## src/rtl/img_stream_src.sv

```systemverilog
// Raster pixel source: reads a frame buffer through a 1-cycle-latency port and emits a valid/ready pixel stream.
// Define TEST_PATTERN_EN to add pattern_sel, which replaces memory data with an internal (x+y) pattern.

module img_stream_src #(
    parameter int unsigned IMG_W      = 320,
    parameter int unsigned IMG_H      = 240,
    parameter int unsigned PIX_W      = 8,
    parameter int unsigned ADDR_W     = 20,
    parameter int unsigned H_BLANK    = 0,
    parameter int unsigned NUM_FRAMES = 1
) (
    input  logic              clk,
    input  logic              reset,
    input  logic              start,
`ifdef TEST_PATTERN_EN
    input  logic              pattern_sel,
`endif
    output logic              mem_rd_en,
    output logic [ADDR_W-1:0] mem_rd_addr,
    input  logic [PIX_W-1:0]  mem_rd_data,
    output logic              pix_valid,
    input  logic              pix_ready,
    output logic [PIX_W-1:0]  pix_data,
    output logic [ADDR_W-1:0] pix_addr,
    output logic              hsync,
    output logic              vsync,
    output logic              busy,
    output logic              done
);

    localparam int unsigned X_W        = $clog2(IMG_W);
    localparam int unsigned Y_W        = $clog2(IMG_H);
    localparam int unsigned SUM_W      = ((X_W > Y_W) ? X_W : Y_W) + 1;
    localparam int unsigned FRAME_W    = (NUM_FRAMES <= 2) ? 1 : $clog2(NUM_FRAMES);
    localparam int unsigned LAST_FRAME = (NUM_FRAMES == 0) ? 0 : NUM_FRAMES - 1;
    localparam int unsigned BLANK_W    = (H_BLANK <= 2) ? 1 : $clog2(H_BLANK);
    localparam int unsigned BLANK_LOAD = (H_BLANK == 0) ? 0 : H_BLANK - 1;

    typedef enum logic [1:0] {S_IDLE, S_READ, S_BLANK, S_DRAIN} state_t;

    typedef struct packed {
        logic [PIX_W-1:0]  data;
        logic [ADDR_W-1:0] addr;
        logic              hs;
        logic              vs;
    } entry_t;

    state_t              state, state_nxt;
    logic                done_set;
    logic [X_W-1:0]      x;
    logic [Y_W-1:0]      y;
    logic [ADDR_W-1:0]   addr;
    logic [FRAME_W-1:0]  rd_frame, out_frame;
    logic [BLANK_W-1:0]  blank_cnt;
    logic                start_ok, issue, line_end, frame_end, last_read;
    logic                rd_last_frame, out_last_frame, accept, head_last;
    logic                inflight, pipe_hs, pipe_vs;
    logic [ADDR_W-1:0]   pipe_addr;
    entry_t              fifo_mem [0:2];
    entry_t              head, push_word;
    logic [1:0]          wr_ptr, rd_ptr, count;
`ifdef TEST_PATTERN_EN
    logic                pat_mode;
    logic [PIX_W-1:0]    pipe_pat;
`endif

    assign line_end       = (x == X_W'(IMG_W - 1));
    assign frame_end      = line_end && (y == Y_W'(IMG_H - 1));
    assign rd_last_frame  = (NUM_FRAMES != 0) && (rd_frame == FRAME_W'(LAST_FRAME));
    assign out_last_frame = (NUM_FRAMES != 0) && (out_frame == FRAME_W'(LAST_FRAME));
    assign start_ok       = (state == S_IDLE) && start && !done;
    // At most three pixels may be buffered or in flight at any time.
    assign issue          = (state == S_READ) && (({1'b0, count} + {2'b0, inflight}) < 3'd3);
    assign last_read      = issue && frame_end && rd_last_frame;
    assign head           = fifo_mem[rd_ptr];
    assign pix_valid      = (count != 2'd0);
    assign accept         = pix_valid && pix_ready;
    assign head_last      = accept && head.vs && out_last_frame;

`ifdef TEST_PATTERN_EN
    assign mem_rd_en = issue && !pat_mode;
`else
    assign mem_rd_en = issue;
`endif
    assign mem_rd_addr = addr;
    assign pix_data    = pix_valid ? head.data : '0;
    assign pix_addr    = pix_valid ? head.addr : '0;
    assign hsync       = pix_valid && head.hs;
    assign vsync       = pix_valid && head.vs;

    // FIFO write word: returned read data joined with the address and markers captured at issue.
    always_comb begin
        push_word      = '0;
        push_word.addr = pipe_addr;
        push_word.hs   = pipe_hs;
        push_word.vs   = pipe_vs;
`ifdef TEST_PATTERN_EN
        push_word.data = pat_mode ? pipe_pat : mem_rd_data;
`else
        push_word.data = mem_rd_data;
`endif
    end

    always_ff @(posedge clk) begin
        if (reset) state <= S_IDLE;
        else       state <= state_nxt;
    end

    always_comb begin
        state_nxt = state;
        done_set  = 1'b0;
        case (state)
            S_IDLE:  if (start_ok) state_nxt = S_READ;
            S_READ: begin
                if (last_read)                                 state_nxt = S_DRAIN;
                else if (issue && line_end && (H_BLANK != 0))  state_nxt = S_BLANK;
            end
            S_BLANK: if (blank_cnt == '0) state_nxt = S_READ;
            S_DRAIN: begin
                if (head_last) begin
                    state_nxt = S_IDLE;
                    done_set  = 1'b1;
                end
            end
            default: state_nxt = S_IDLE;
        endcase
    end

    always_ff @(posedge clk) begin
        if (reset) begin
            busy      <= 1'b0;
            done      <= 1'b0;
            x         <= '0;
            y         <= '0;
            addr      <= '0;
            rd_frame  <= '0;
            out_frame <= '0;
            blank_cnt <= '0;
            inflight  <= 1'b0;
            pipe_addr <= '0;
            pipe_hs   <= 1'b0;
            pipe_vs   <= 1'b0;
            wr_ptr    <= '0;
            rd_ptr    <= '0;
            count     <= '0;
            for (int i = 0; i < 3; i++) fifo_mem[i] <= '0;
`ifdef TEST_PATTERN_EN
            pat_mode  <= 1'b0;
            pipe_pat  <= '0;
`endif
        end else begin
            busy      <= (state_nxt != S_IDLE);
            done      <= done_set;
            inflight  <= issue;
            pipe_addr <= addr;
            pipe_hs   <= line_end;
            pipe_vs   <= frame_end;
`ifdef TEST_PATTERN_EN
            pipe_pat  <= PIX_W'(SUM_W'(x) + SUM_W'(y));
            if (start_ok) pat_mode <= pattern_sel;
`endif
            if (issue) begin
                x    <= line_end ? '0 : x + X_W'(1);
                addr <= frame_end ? '0 : addr + ADDR_W'(1);
                if (line_end) y <= frame_end ? '0 : y + Y_W'(1);
                if (frame_end) rd_frame <= rd_last_frame ? '0 : rd_frame + FRAME_W'(1);
            end
            if (accept && head.vs) out_frame <= out_last_frame ? '0 : out_frame + FRAME_W'(1);
            if ((state == S_READ) && (state_nxt == S_BLANK)) blank_cnt <= BLANK_W'(BLANK_LOAD);
            else if ((state == S_BLANK) && (blank_cnt != '0)) blank_cnt <= blank_cnt - BLANK_W'(1);
            if (inflight) begin
                fifo_mem[wr_ptr] <= push_word;
                wr_ptr           <= (wr_ptr == 2'd2) ? 2'd0 : wr_ptr + 2'd1;
            end
            if (accept) rd_ptr <= (rd_ptr == 2'd2) ? 2'd0 : rd_ptr + 2'd1;
            case ({inflight, accept})
                2'b10:   count <= count + 2'd1;
                2'b01:   count <= count - 2'd1;
                default: count <= count;
            endcase
        end
    end

    // A push into a full FIFO without a matching pop would lose a pixel.
    assert property (@(posedge clk) disable iff (reset) !(inflight && !accept && (count == 2'd3)));

endmodule

```

## config.mk

```make
export PLATFORM = sky130hd
export DESIGN_NAME = img_stream_src
export DESIGN_NICKNAME = d
export VERILOG_FILES = /design/src/rtl/img_stream_src.sv
export SDC_FILE = /design/constraint.sdc
export NUM_CORES = 1
export LEC_CHECK = 0
export CORE_MARGIN = 1
export CORE_UTILIZATION = 52
export DETAILED_ROUTE_END_ITERATION = 10
export PLACE_DENSITY = 0.85
export SLEW_MARGIN = 10
export SYNTH_ARGS = -nofsm -noshare
export SYNTH_HDL_FRONTEND = slang
export SYNTH_SLANG_ARGS = --single-unit
```

## constraint.sdc

```tcl
create_clock -name clk -period 1.8 [get_ports clk]
set_input_delay 0.27 -clock clk [delete_from_list [all_inputs] [get_ports clk]]
set_output_delay 0.27 -clock clk [all_outputs]
set_load 0.05 [all_outputs]
```

Yosys cells after proc, flatten, opt, wreduce, memory -nomap -nowiden

Memory sizes are Yosys's and may differ from the RTL's. A register that Yosys moved wholly into a read port is not among the register bits.
Cells that the tools add are included.

Register bits: 73
Latch bits: 0
Bits in writable memories: 90
Bits in read-only memories: 0
Input bits: 12
Output and inout port bits: 54
Logic and storage cells: 91
Memories: 1

Add/subtract/negate cells: 11
Multipliers: 0
Divide/modulo/power cells: 0
Magnitude comparators: 1
Eq/ne operators: 10
Shift operators: 0
Muxes and demuxes: 26
Bitwise logic cells: 3
Reduce and logical (&&, ||, !) cells: 23

Memory list:

| name     | words | bits a word | read ports | clocked after Yosys merged registers in | write ports | RTL line | RTL |
|---|---|---|---|---|---|---|---|
| fifo_mem | 3     | 30          | 1          | 1                                       | 3           | 59       | `entry_t fifo_mem [0:2];` |

Operator list:

| cell                                                                          | number |
|---|---|
| 20-bit 2-to-1 mux                                                             | 2 |
| 30-bit 2-to-1 mux                                                             | 1 |
| 30-bit OR reduction                                                           | 1 |
| 20-bit by 1-bit adder with 20-bit output (second input constant)              | 1 |
| 2-bit 2-to-1 mux                                                              | 9 |
| 8-bit 2-to-1 mux                                                              | 2 |
| 1-bit logical AND                                                             | 13 |
| 2-bit equality test (second input constant)                                   | 6 |
| 9-bit by 1-bit adder with 9-bit output (second input constant)                | 1 |
| 9-bit equality test (second input constant)                                   | 1 |
| 1-bit 2-to-1 mux                                                              | 9 |
| 9-bit 2-to-1 mux                                                              | 1 |
| 8-bit by 1-bit adder with 8-bit output (second input constant)                | 1 |
| 8-bit equality test (second input constant)                                   | 1 |
| 2-bit one-hot mux with 4 select lines                                         | 1 |
| 2-bit by 1-bit adder with 2-bit output (second input constant)                | 3 |
| 2-bit nonzero test                                                            | 3 |
| 2-bit by 1-bit equality test with 1-bit output (second input constant)        | 2 |
| 2-bit one-hot mux with 2 select lines                                         | 1 |
| 2-bit AND reduction                                                           | 2 |
| 2-bit OR reduction                                                            | 2 |
| 2-bit by 1-bit adder with 3-bit output                                        | 1 |
| 3-bit by 2-bit less-than comparator with 1-bit output (second input constant) | 1 |
| 1-bit inverter                                                                | 3 |
| other kinds (5)                                                               | 6 |

Logic depth before layout (Yosys ltp)

Gate-level depths: netlist (run 1).

Word-level depth: 10
Depth in mapped cells: 9
Mapped depth without buffers: 8

Worst setup path after synthesis (run 1)

No wires, ideal clock.

Path kind: reg2reg
Start point: register count[0]
End point: register addr[5] (netlist: mem_rd_addr[5])
Setup time: 0.115 ns
Arrival: 1.811 ns
Required time: 1.685 ns
Slack: -0.127 ns
Stages on the path, launching flop included: 10
Buffers on the path: 1
Clock period less this slack: 1.927 ns
Path through: dfxtp_1 ha_1 ha_1 a21oi_2 nand2_2 inv_2 buf_4 nand4_1 xnor2_1 nor2_1

Word-level cells in the longest chain between the ends: 3

RTL lines:

| item                                                  | RTL line | RTL |
|---|---|---|
| start, declared                                       | 61       | `logic [1:0] wr_ptr, rd_ptr, count;` |
| start signal, assigned                                | 177      | `2'b10: count <= count + 2'd1;` |
| start signal, assigned                                | 178      | `2'b01: count <= count - 2'd1;` |
| start signal, assigned                                | 179      | `default: count <= count;` |
| 2-bit by 1-bit adder with 3-bit output                | 73       | `assign issue = (state == S_READ) && (({1'b0, count} + {2'b0, inflight}) < 3'd3);` |
| 3-bit by 2-bit less-than comparator with 1-bit output | 73       |  |
| 1-bit logical AND                                     | 73       |  |
| named net mem_rd_en                                   | 18       | `output logic mem_rd_en,` |
| end signal, assigned                                  | 164      | `addr <= frame_end ? '0 : addr + ADDR_W'(1);` |
| end, declared                                         | 52       | `logic [ADDR_W-1:0] addr;` |

The timed path passes the listed nets, and every way through them passes these cells.
A chain may end at the register's enable or synchronous reset.

==> metrics.md, run 1 <==
| Metric | Value |
|---|---|
| Ant. Diodes | 0 |
| Post-synth EDFFs | 120 |
| Via density | 5.742 |
| Cell area after layout | between 10000 and 15000 um2 |
| TNS Setup | -11.19 ns |
| Hold depth | 1 |
| Slew margin rel. | 0.7681 |
| FMAX | between 400 and 500 MHz |
| Crit path DAT | roughly 1.9 ns |
| Largest net degree at the start of global routing | 31 |
| Vias | between 5000 and 6000 |
| Sequential share of the synthesized area | 0.6248 |
| MaxCap Viol Count | 0 |
| CTS tree | done |
| Gr ovfl total | 0 |
| DRC | 0 |
| Area of the multi-input gates | between 3000 and 4000 um2 |
| RSZ-0062 raised after global routing | yes |
| Clock Path Buffers | 2 |
| Root Buffer | clkbuf_16 |
| Clock Latency Late Sink | 0.43 ns |
| Failing checks | setup timing |
| Placed cell area | about 9500 um2 |
| Status | complete, but fails checks |
| Die area | approximately 16000 um2 |
| R2R setup slack | -0.13 ns |
| Synthesized area per cell | 13.38 um2 |
| P_leak | 3.982 nW |
| CTS Hold Bufs | 0 |
| Reg2Reg Depth | 8 |
| Post-route ant nets | 0 |
| Most frequent cells in the layout | edfxtp_1 (120), and2_1 (93), dfxtp_1 (63), buf_4 (47), nor2_1 (43) |
| Synthesis Warnings | 0 |
| Core area | roughly 15000 um2 |
| Share of cells above drive strength 1 | 0.3517 |
| # IOs | 66 |
| HP Class | input port to flip-flop |
| Synth area leaders | edfxtp_1 (44%), dfxtp_1 (18%), and2_1 (9.5%) |
| Synthesized flop and latch total | about 190 |
| Startpoint types | flip-flop |
| Final setup viols | 52 |
| Worst-path clk slew | roughly 0.07 ns |
| Fin nets | 730 |
| Area Overhead vs Synth | 31.46% |
| Mapped cell area | 8107 um2 |
| Vias in the first global route | 5175 |
| Hold endpoint | fifo_mem[3][24] |
| DIE WIDTH | roughly 130 um |
| Placer Congestion | 0.7987 |
| Peak VDD IR | 0.0006353 V |
| Pre-Repair DR Iteration Count | 5 |
| Crit end category | primary output |
| Fin crit share | 1.203 |
| CTS Buf Count | 17 |
| Req. time, crit path | between 1.5 and 2 ns |
| Utilization after layout | 0.7010 |
| Initial antenna violation count | 0 |
| I/O Buffers | 65 |
| Peak fanout along the critical path | 7 |
| Hold path start | mem_rd_data[2] |
| R2R Path End | mem_rd_addr[19] |
| Final Hold Viols | 0 |
| Min cycle time layout | 2.165 ns |
| Share of the synthesized area in the top cell type | 0.4445 |
| Yosys cell types | 52 |
| HPWL Detailed | 10420 um |
| Yosys top cell by area | edfxtp_1 |
| Final WL | about 19000 um |
| H-Tree Depth | 4 |
| Fill cell count | approximately 930 |
| Worst Setup Path Type | flip-flop to primary output |
| Avg WL per Cell | approximately 20 um |
| Net Count, Synth | around 620 |
| FF-to-FF Start | inflight |
| Clock Sinks | just under 200 |
| Max Slew Vio Count | 0 |
| Syn Inst Count | a little over 600 |
| Main flop type after synthesis | edfxtp_1 |
| Worst Clk Skew | approximately 0.014 ns |
| Commonest non-fill, non-tap cell in the layout | edfxtp_1 |
| Slew of the pin with the lowest slew margin | 0.3468 ns |
| Async SR Flop Fraction | 0 |
| FP Rows | 45 |
| Die Span Y | 126.9 um |
| Starting Density | 0.5333 |
| Final worst slack | -0.3654 ns |
| FF+latch area | ~5100 um2 |
| First-pass GRT wire length | between 20000 and 30000 um |
| DRT iter0 DRCs | 449 |
| P per Cell Area | about 1100 nW/um2 |
| Gr usage total | 0.2273 |
## sequential cells by signal, indices dropped and copies added (netlist names), named ones only
register     count
count            2
busy             1
inflight         1
wr_ptr           2
pipe_vs          1
mem_rd_addr     20
fifo_mem       120
done             1
blank_cnt        1
y                8
pipe_addr       20
rd_ptr           2
state            2
x                9
pipe_hs          1
## cell usage after synthesis (all sizes together) (2+ instances only)
library cell  count
nand2            24
buf               9
nand4            13
inv               9
dfxtp            73
nor2             52
and2            123
clkbuf           19
nand4b            2
or2               5
nor4              4
nand3            11
xor2             13
nand3b            2
or3               3
ha                6
a21o              2
edfxtp          120
nor2b            18
nor3b             2
xnor2            20
and3              8
nor3             10
nand2b            2
o21ai             3
mux4             30
a21oi            12
nor4b             3
## worst max-delay path by stage
stage	cells after the start	slack (ns)	startpoint	end
3_5_place_dp	6	-0.12	reset	fifo_mem[2][22]
4_1_cts	4	-0.40	flip-flop	vsync
6_report	4	-0.37	flip-flop	pix_addr[6]
2_1_floorplan	5	0.003	mem_rd_addr[5]	mem_rd_addr[19]
5_1_grt	4	-0.41	flip-flop	pix_addr[19]
3_3_place_gp	5	-0.04	reset	fifo_mem[0][27]
## kinds of logic after synthesis
group,count (synthesis),synth area share
mux,31,0.08458
xor+xnor,33,0.03565
flops,193,0.6248
buf+inv,37,0.02176
fa+ha+maj,6,0.009260
compound gates,22,0.01729
simple gates,284,0.2067
## layout make-up
class	count	share of cell area
timing repair buffer	111	0.1349
sequential	193	0.4767
tap	188	0.02207
multi-input combinational	380	0.3022
inverter	9	0.003405
clock buffer	17	0.03992
clock inverter	15	0.02078
## metal layers
layer | share of wire | vias to the layer above | track usage
met5 | 0 | - | 0
met4 | 0.021 | 0 | 0.1113
met3 | 0.046 | 32 | 0.03374
met2 | 0.53 | 209 | 0.3869
met1 | 0.41 | 2635 | 0.2856
li1 | - | 2366 | -
## report_power, final
group          total (mW)  switching [mW]  internal, mW
sequential           4.91          0.0993          4.81
clock                4.08            1.71          2.38
combinational        2.48            1.24          1.24
## worst max-delay path: stages, from the launching register on
cell,delay [ns]
dfxtp_4,0.44
buf_12,0.16
mux4_2,0.53
and2_4,0.19
buf_12,0.14
## timing repair
item | 4_1_cts | 5_1_grt
resized for setup | 50 | 42
pin swaps | 10 | 19
gates cloned | 3 | 4
setup buffers | 8 | 9
setup endpoints to repair | 58 | 102
## per-stage QoR
stage	hold slack [ns]	cells	total power [mW]	setup slack [ns]
2_1_floorplan	0.3689	606	6.181	0.003263
3_3_place_gp	0.4354	861	7.093	-0.03639
3_5_place_dp	0.4450	861	7.148	-0.1209
4_1_cts	0.4384	903	11.45	-0.3991
5_1_grt	0.4712	913	11.81	-0.4104
6_report	0.4616	913	11.47	-0.3654
(Power assumes the default switching activity.)
==> run 2: changes to the inputs <==
CORE_UTILIZATION = 35   (was 52)
PLACE_DENSITY = 0.65   (was 0.85)
==> run 2 against run 1 <==
The run still ends with setup timing left. Via count decreased by 6.0%. Clock skew decreased by 0.0065 ns. Flip-flop and latch count unchanged. First-iteration DRC count decreased by 59%. Sequential share of layout area decreased by 0.16 points. Sequential power about the same. Cell area increased by 0.33%. Utilization decreased by 23 points. Clock power decreased by 5.1%. Critical endpoint is now pix_addr[19]. Highest routed layer unchanged.
==> metrics.md, run 2 (synthesis gave the netlist of run 1 again) <==
| Metric | Value |
|---|---|
| Via density | 4.833 (-16%) |
| Register bank with the most flops | fifo_mem |
| Psw | 3.000 mW (-1.5%) |
| Share of cells above drive strength 1 | 0.3374 (-0.01431) |
| Clock Sinks | 193 (unchanged) |
| Largest net degree at the start of global routing | 31 (unchanged) |
| HPWL Detailed | 10330 um (-0.87%) |
| Root Buffer | clkbuf_16 |
| Internal Pwr Total | 8.318 mW (-1.3%) |
| R2R setup slack | -0.11 ns (+0.02 ns) |
| Starting Density | 0.3570 (-0.1763) |
| Die Span Y | 154.2 um (+22%) |
| Crit end category | primary output |
| Crit path DAT | 1.90 ns (about the same) |
| Fin crit share | 1.205 (+0.002394) |
| Worst Setup Path Type | flip-flop to primary output |
| DIE WIDTH | 154.2 um (+22%) |
| Comb pwr share | 0.225 (+0.009) |
| FMAX | 460.9 MHz (-0.20%) |
| CTS tree | done |
| First-pass GRT wire length | 26850 um (-0.92%) |
| Pre-Repair DR Iteration Count | 4 (-1) |
| Slew of the pin with the lowest slew margin | 0.4946 ns (+0.1478 ns) |
| Peak fanout along the critical path | 7 (unchanged) |
| MaxCap Viol Count | 0 (unchanged) |
| Final WL | 17120 um (-8.0%) |
| Post-route ant nets | 0 (unchanged) |
| FF+latch area | 5080 um2 (unchanged) |
| Placer Congestion | 0.7513 (-5.9%) |
| Fill cell count | 2000 (+110%) |
| Switching Share | 0.2651 (-0.0004113) |
| I/O Buffers | 65 (unchanged) |
| Placed cell area | 9692 um2 (+2.2%) |
| RSZ-0062 raised after global routing | yes |
| Commonest non-fill, non-tap cell in the layout | edfxtp_1 |
| Fin nets | 740 (+1.4%) |
| Ant. Diodes | 0 (unchanged) |
| H-Tree Depth | 4 (unchanged) |
| CTS Buf Count | 17 (unchanged) |
| Final worst slack | -0.3697 ns (-0.004310 ns) |
| Worst-path clk slew | 0.07 ns (about the same) |
| FP Rows | 55 (+22%) |
| Clk pwr share | 0.342 (-0.014) |
| Max Slew Vio Count | 0 (unchanged) |
| HP Class | flip-flop to flip-flop |
| Clock Path Buffers | 2 (unchanged) |
| Peak VDD IR | 0.0006360 V (+0.11%) |
| Failing checks | setup timing |
| Utilization after layout | 0.4708 (-0.2302) |
| Number of flip-flops in the largest register | 120 (unchanged) |
| DRT iter0 DRCs | 182 (-59%) |
| Initial antenna violation count | 0 (unchanged) |
| Status | complete, but fails checks |
| Area of the multi-input gates | 3105 um2 (-3.6%) |
| Avg WL per Cell | 16.79 um (-18%) |
| Sequential Power Share | 0.434 (+0.006) |
| Cell area after layout | 10690 um2 (+0.33%) |
| # IOs | 66 (unchanged) |
| Final Hold Viols | 0 (unchanged) |
| Vias in the first global route | 4985 (-3.7%) |
| Final setup viols | 34 (-35%) |
| Min cycle time layout | 2.170 ns (+0.004310 ns) |
| Startpoint types | flip-flop |
| Gr ovfl total | 0 (unchanged) |
| Area Overhead vs Synth | 31.89% |
| Most frequent cells in the layout | edfxtp_1 (120), and2_1 (93), dfxtp_1 (63), buf_4 (56), nor2_1 (49) |
| Gr usage total | 0.1494 (-0.07783) |
| P_leak | 3.961 nW (-0.53%) |
| P per Cell Area | 1059 nW/um2 (-1.7%) |
| DRC | 0 (unchanged) |
| Vias | 4930 (-6.0%) |
| TNS Setup | -10.02 ns (+1.173 ns) |
| Worst Clk Skew | 0.007044 ns (-0.006515 ns) |
| Req. time, crit path | 1.53 ns (about the same) |
| Die area | 23770 um2 (+48%) |
| Hold Worst Slack | 0.4534 ns (-0.008234 ns) |
| DP Worst Slack | -0.08723 ns (+0.03370 ns) |
| Core area | 22710 um2 (+49%) |
| Clock Latency Late Sink | 0.43 ns (about the same) |
| Slew margin rel. | 0.6716 (-0.09657) |
| CTS Hold Bufs | 0 (unchanged) |
-- run 2: cell type report --
cell class,count,area share
repair buffers,121,0.1405
clock inverters,15,0.01732
flip-flops and latches,193,0.4751
multi-input cells,380,0.2905
inverters,9,0.003394
well taps,285,0.03335
clock buffers,17,0.03979
-- run 2: power groups by stage --
stage,registers [mW],clock network (mW),logic (mW)
finish,4.91,3.87,2.54
global route,4.92,4.12,2.69
CTS,4.90,3.94,2.58
detailed placement,4.98,0,2.19
global placement,4.97,0,2.17
floorplan,4.98,0,1.20
-- run 2: repair_timing --
item	in CTS	in global routing
gates cloned	3	3
setup endpoints to repair	61	59
resized for setup	52	15
pin swaps	25	11
setup buffers	13	4
-- run 2: path summary, 6_finish.rpt --
kind,start,to,depth (start not counted)
max,flip-flop,pix_addr[19],4
min,blank_cnt,blank_cnt,2
min reg2reg,blank_cnt,blank_cnt,2
max reg2reg,count[0],mem_rd_addr[18],10
-- run 2: metrics by stage --
| step | total power, mW | instances |
|---|---|---|
| after CTS | 11.42 | 1015 |
| after detailed placement | 7.167 | 968 |
| final | 11.32 | 1020 |
| after global placement | 7.148 | 968 |
| after global routing | 11.73 | 1020 |
| after floorplan | 6.181 | 606 |
-- run 2: critical path, stage by stage (launching register included) --
cell     delay (ns)
dfxtp_4        0.44
buf_12         0.16
mux4_2         0.54
and2_4         0.19
buf_12         0.14
-- run 2: routing by layer --
metal | vias up | wire [um] | track usage | part of all wire
li1 | 2386 | - | - | -
met1 | 2425 | 7855 | 0.2007 | 0.46
met2 | 101 | 8379 | 0.2433 | 0.49
met3 | 18 | 715 | 0.03334 | 0.042
met4 | 0 | 170 | 0.04143 | 0.0099
met5 | - | 0 | 0 | 0
==> run 3: changes to the inputs <==
GPL_TIMING_DRIVEN = 0   (was default)
HOLD_SLACK_MARGIN = 0.02   (was default)
==> run 3 against run 2 <==
The flow still finishes with violations (setup timing). Register-to-register slack got worse by 0.03 ns. Die area did not move. Wire length rose by 3.8%. Via count rose by 0.93%. Critical endpoint is now pix_addr[9]. Largest power group unchanged. Highest routed layer unchanged.
==> metrics.md, run 3 (synthesis gave the netlist of run 1 again) <==
| Metric | Value |
|---|---|
| Most frequent cells in the layout | edfxtp_1 (120), and2_1 (95), dfxtp_1 (63), mux4_2 (30), nor2_1 (29) |
| # IOs | 66 (unchanged) |
| DRC | 0 (unchanged) |
| First-pass GRT wire length | 27810 um (+3.5%) |
| Final Hold Viols | 0 (unchanged) |
| DRT iter0 DRCs | 324 (+78%) |
| P_leak | 3.946 nW (-0.39%) |
| CTS tree | done |
| MaxCap Viol Count | 0 (unchanged) |
| DP Worst Slack | -1.162 ns (-1.075 ns) |
| Worst-path clk slew | 0.07 ns (about the same) |
| Largest net degree at the start of global routing | 22 (-29%) |
| P per Cell Area | 1029 nW/um2 (-2.8%) |
| Max Slew Vio Count | 0 (unchanged) |
| Vias | 4976 (+0.93%) |
| RSZ-0062 raised after global routing | yes |
| Root Buffer | clkbuf_16 |
| Number of flip-flops in the largest register | 120 (unchanged) |
| Internal Pwr Total | 8.062 mW (-3.1%) |
| HP Class | input port to flip-flop |
| Clock Latency Late Sink | 0.43 ns (about the same) |
| Avg WL per Cell | 17.33 um (+3.3%) |
| CTS Buf Count | 17 (unchanged) |
| Placer Congestion | 0.7551 (+0.51%) |
| Placed cell area | 9193 um2 (-5.2%) |
| H-Tree Depth | 4 (unchanged) |
| Area Overhead vs Synth | 31.97% (about the same) |
| Req. time, crit path | 1.53 ns (about the same) |
| Die area | 23770 um2 (unchanged) |
| Failing checks | setup timing |
| Clock Sinks | 193 (unchanged) |
| Vias in the first global route | 4905 (-1.6%) |
| Via density | 4.855 (+0.44%) |
| Status | complete, but fails checks |
| Pre-Repair DR Iteration Count | 5 (+1) |
| Post-route ant nets | 0 (unchanged) |
| Die Span Y | 154.2 um (unchanged) |
| Crit path DAT | 1.92 ns (+0.02 ns) |
| Hold Worst Slack | 0.4068 ns (-0.04652 ns) |
| Ant. Diodes | 0 (unchanged) |
| Peak fanout along the critical path | 5 (-2) |
| Psw | 2.943 mW (-1.9%) |
| I/O Buffers | 64 (-1.5%) |
| DIE WIDTH | 154.2 um (unchanged) |
| TNS Setup | -11.62 ns (-1.604 ns) |
| FMAX | 456.8 MHz (-0.89%) |
| Clk pwr share | 0.348 (+0.006) |
| FP Rows | 55 (unchanged) |
| Slew of the pin with the lowest slew margin | 0.6913 ns (+0.1966 ns) |
| Core area | 22710 um2 (unchanged) |
| Crit end category | primary output |
| Commonest non-fill, non-tap cell in the layout | edfxtp_1 |
| Worst Setup Path Type | flip-flop to primary output |
| Power, Total | 11.01 mW (-2.8%) |
| Final WL | 17770 um (+3.8%) |
| Comb pwr share | 0.207 (-0.018) |
| Switching Share | 0.2674 (+0.002361) |
| Startpoint types | flip-flop |
| Peak VDD IR | 0.0006730 V (+5.8%) |
| HPWL Detailed | 10850 um (+5.0%) |
| Clock Path Buffers | 2 (unchanged) |
| Sequential Power Share | 0.445 (+0.011) |
| Gr usage total | 0.1561 (+0.006612) |
| Slew margin rel. | 0.5392 (-0.1324) |
| Gr ovfl total | 0 (unchanged) |
| Register bank with the most flops | fifo_mem |
| Final worst slack | -0.3893 ns (-0.01954 ns) |
| Fin nets | 745 (+0.68%) |
| CTS Hold Bufs | 0 (unchanged) |
| Worst Clk Skew | 0.009406 ns (+0.002362 ns) |
| Initial antenna violation count | 0 (unchanged) |
| Fin crit share | 1.216 (+0.01086) |
| Starting Density | 0.3570 (unchanged) |
| Share of cells above drive strength 1 | 0.3419 (+0.004477) |
| Min cycle time layout | 2.189 ns (+0.01954 ns) |
| Final setup viols | 61 (+79%) |
| Cell area after layout | 10700 um2 (about the same) |
==> run 3: cell types whose count changed in the layout (fill, tap and decap cells not counted), moves of 5 or more <==
cell           before  now
buf_8               0   12
nor2_4              0   12
buf_4              56   21
nor2_1             49   29
nor2_2              3   11
dlygate4sd2_1       1   20
buf_12             41   13
buf_6              10   28
or2_4               2    7
clkbuf_2            0   11
clkbuf_1            0    6
==> run 3: worst paths after layout <==
path / startpoint / to / slack, ns / cells past startpoint
setup reg to reg: count[0] / mem_rd_addr[11] / -0.14 / 10
setup / recovery: flip-flop / pix_addr[9] / -0.39 / 5
hold / removal: reset / inflight / 0.41 / 2
hold reg to reg: blank_cnt / blank_cnt / 0.45 / 2
==> run 3: per-layer routing <==
metal	routed length, um	track usage	vias up	share of wire
met5	0	0	-	0
met3	742	0.03474	11	0.042
met4	141	0.04286	0	0.0079
met2	8601	0.2485	107	0.48
met1	8281	0.2146	2469	0.47
li1	-	-	2389	-
==> run 3: timing repair <==
item	4_1_cts	5_1_grt
pin swaps	29	26
setup endpoints to repair	228	214
gates cloned	7	0
resized for setup	342	72
setup buffers	19	15
==> run 3: critical path, cell delays in order (launching register included) <==
cell and delay [ns]:
dfxtp_4 0.38, buf_12 0.13, buf_12 0.12, mux4_2 0.51, and2_4 0.19, buf_6 0.15
==> run 3: power groups by stage <==
stage | clock network [mW] | registers [mW] | logic [mW]
floorplan | 0 | 4.98 | 1.20
global placement | 0 | 4.98 | 1.73
detailed placement | 0 | 4.99 | 1.74
CTS | 3.87 | 4.90 | 2.24
global route | 4.05 | 4.91 | 2.40
finish | 3.83 | 4.90 | 2.28
==> run 3: per-stage QoR <==
step	util	cells
after detailed placement	0.4048	956
after global routing	0.4711	1025
final	0.4711	1025
after global placement	0.4035	955
after floorplan	-	606
after CTS	0.4580	1014
==> run 3: layout make-up <==
| type | instances | area [um2] |
|---|---|---|
| fill | 2019 | 12010 |
| sequential | 193 | 5082 |
| multi-input combinational | 379 | 3268 |
| timing repair buffer | 100 | 1139 |
| clock buffer | 18 | 429.2 |
| tap | 285 | 356.6 |
| buffer | 27 | 225.2 |
| clock inverter | 14 | 161.4 |
| inverter | 9 | 36.28 |
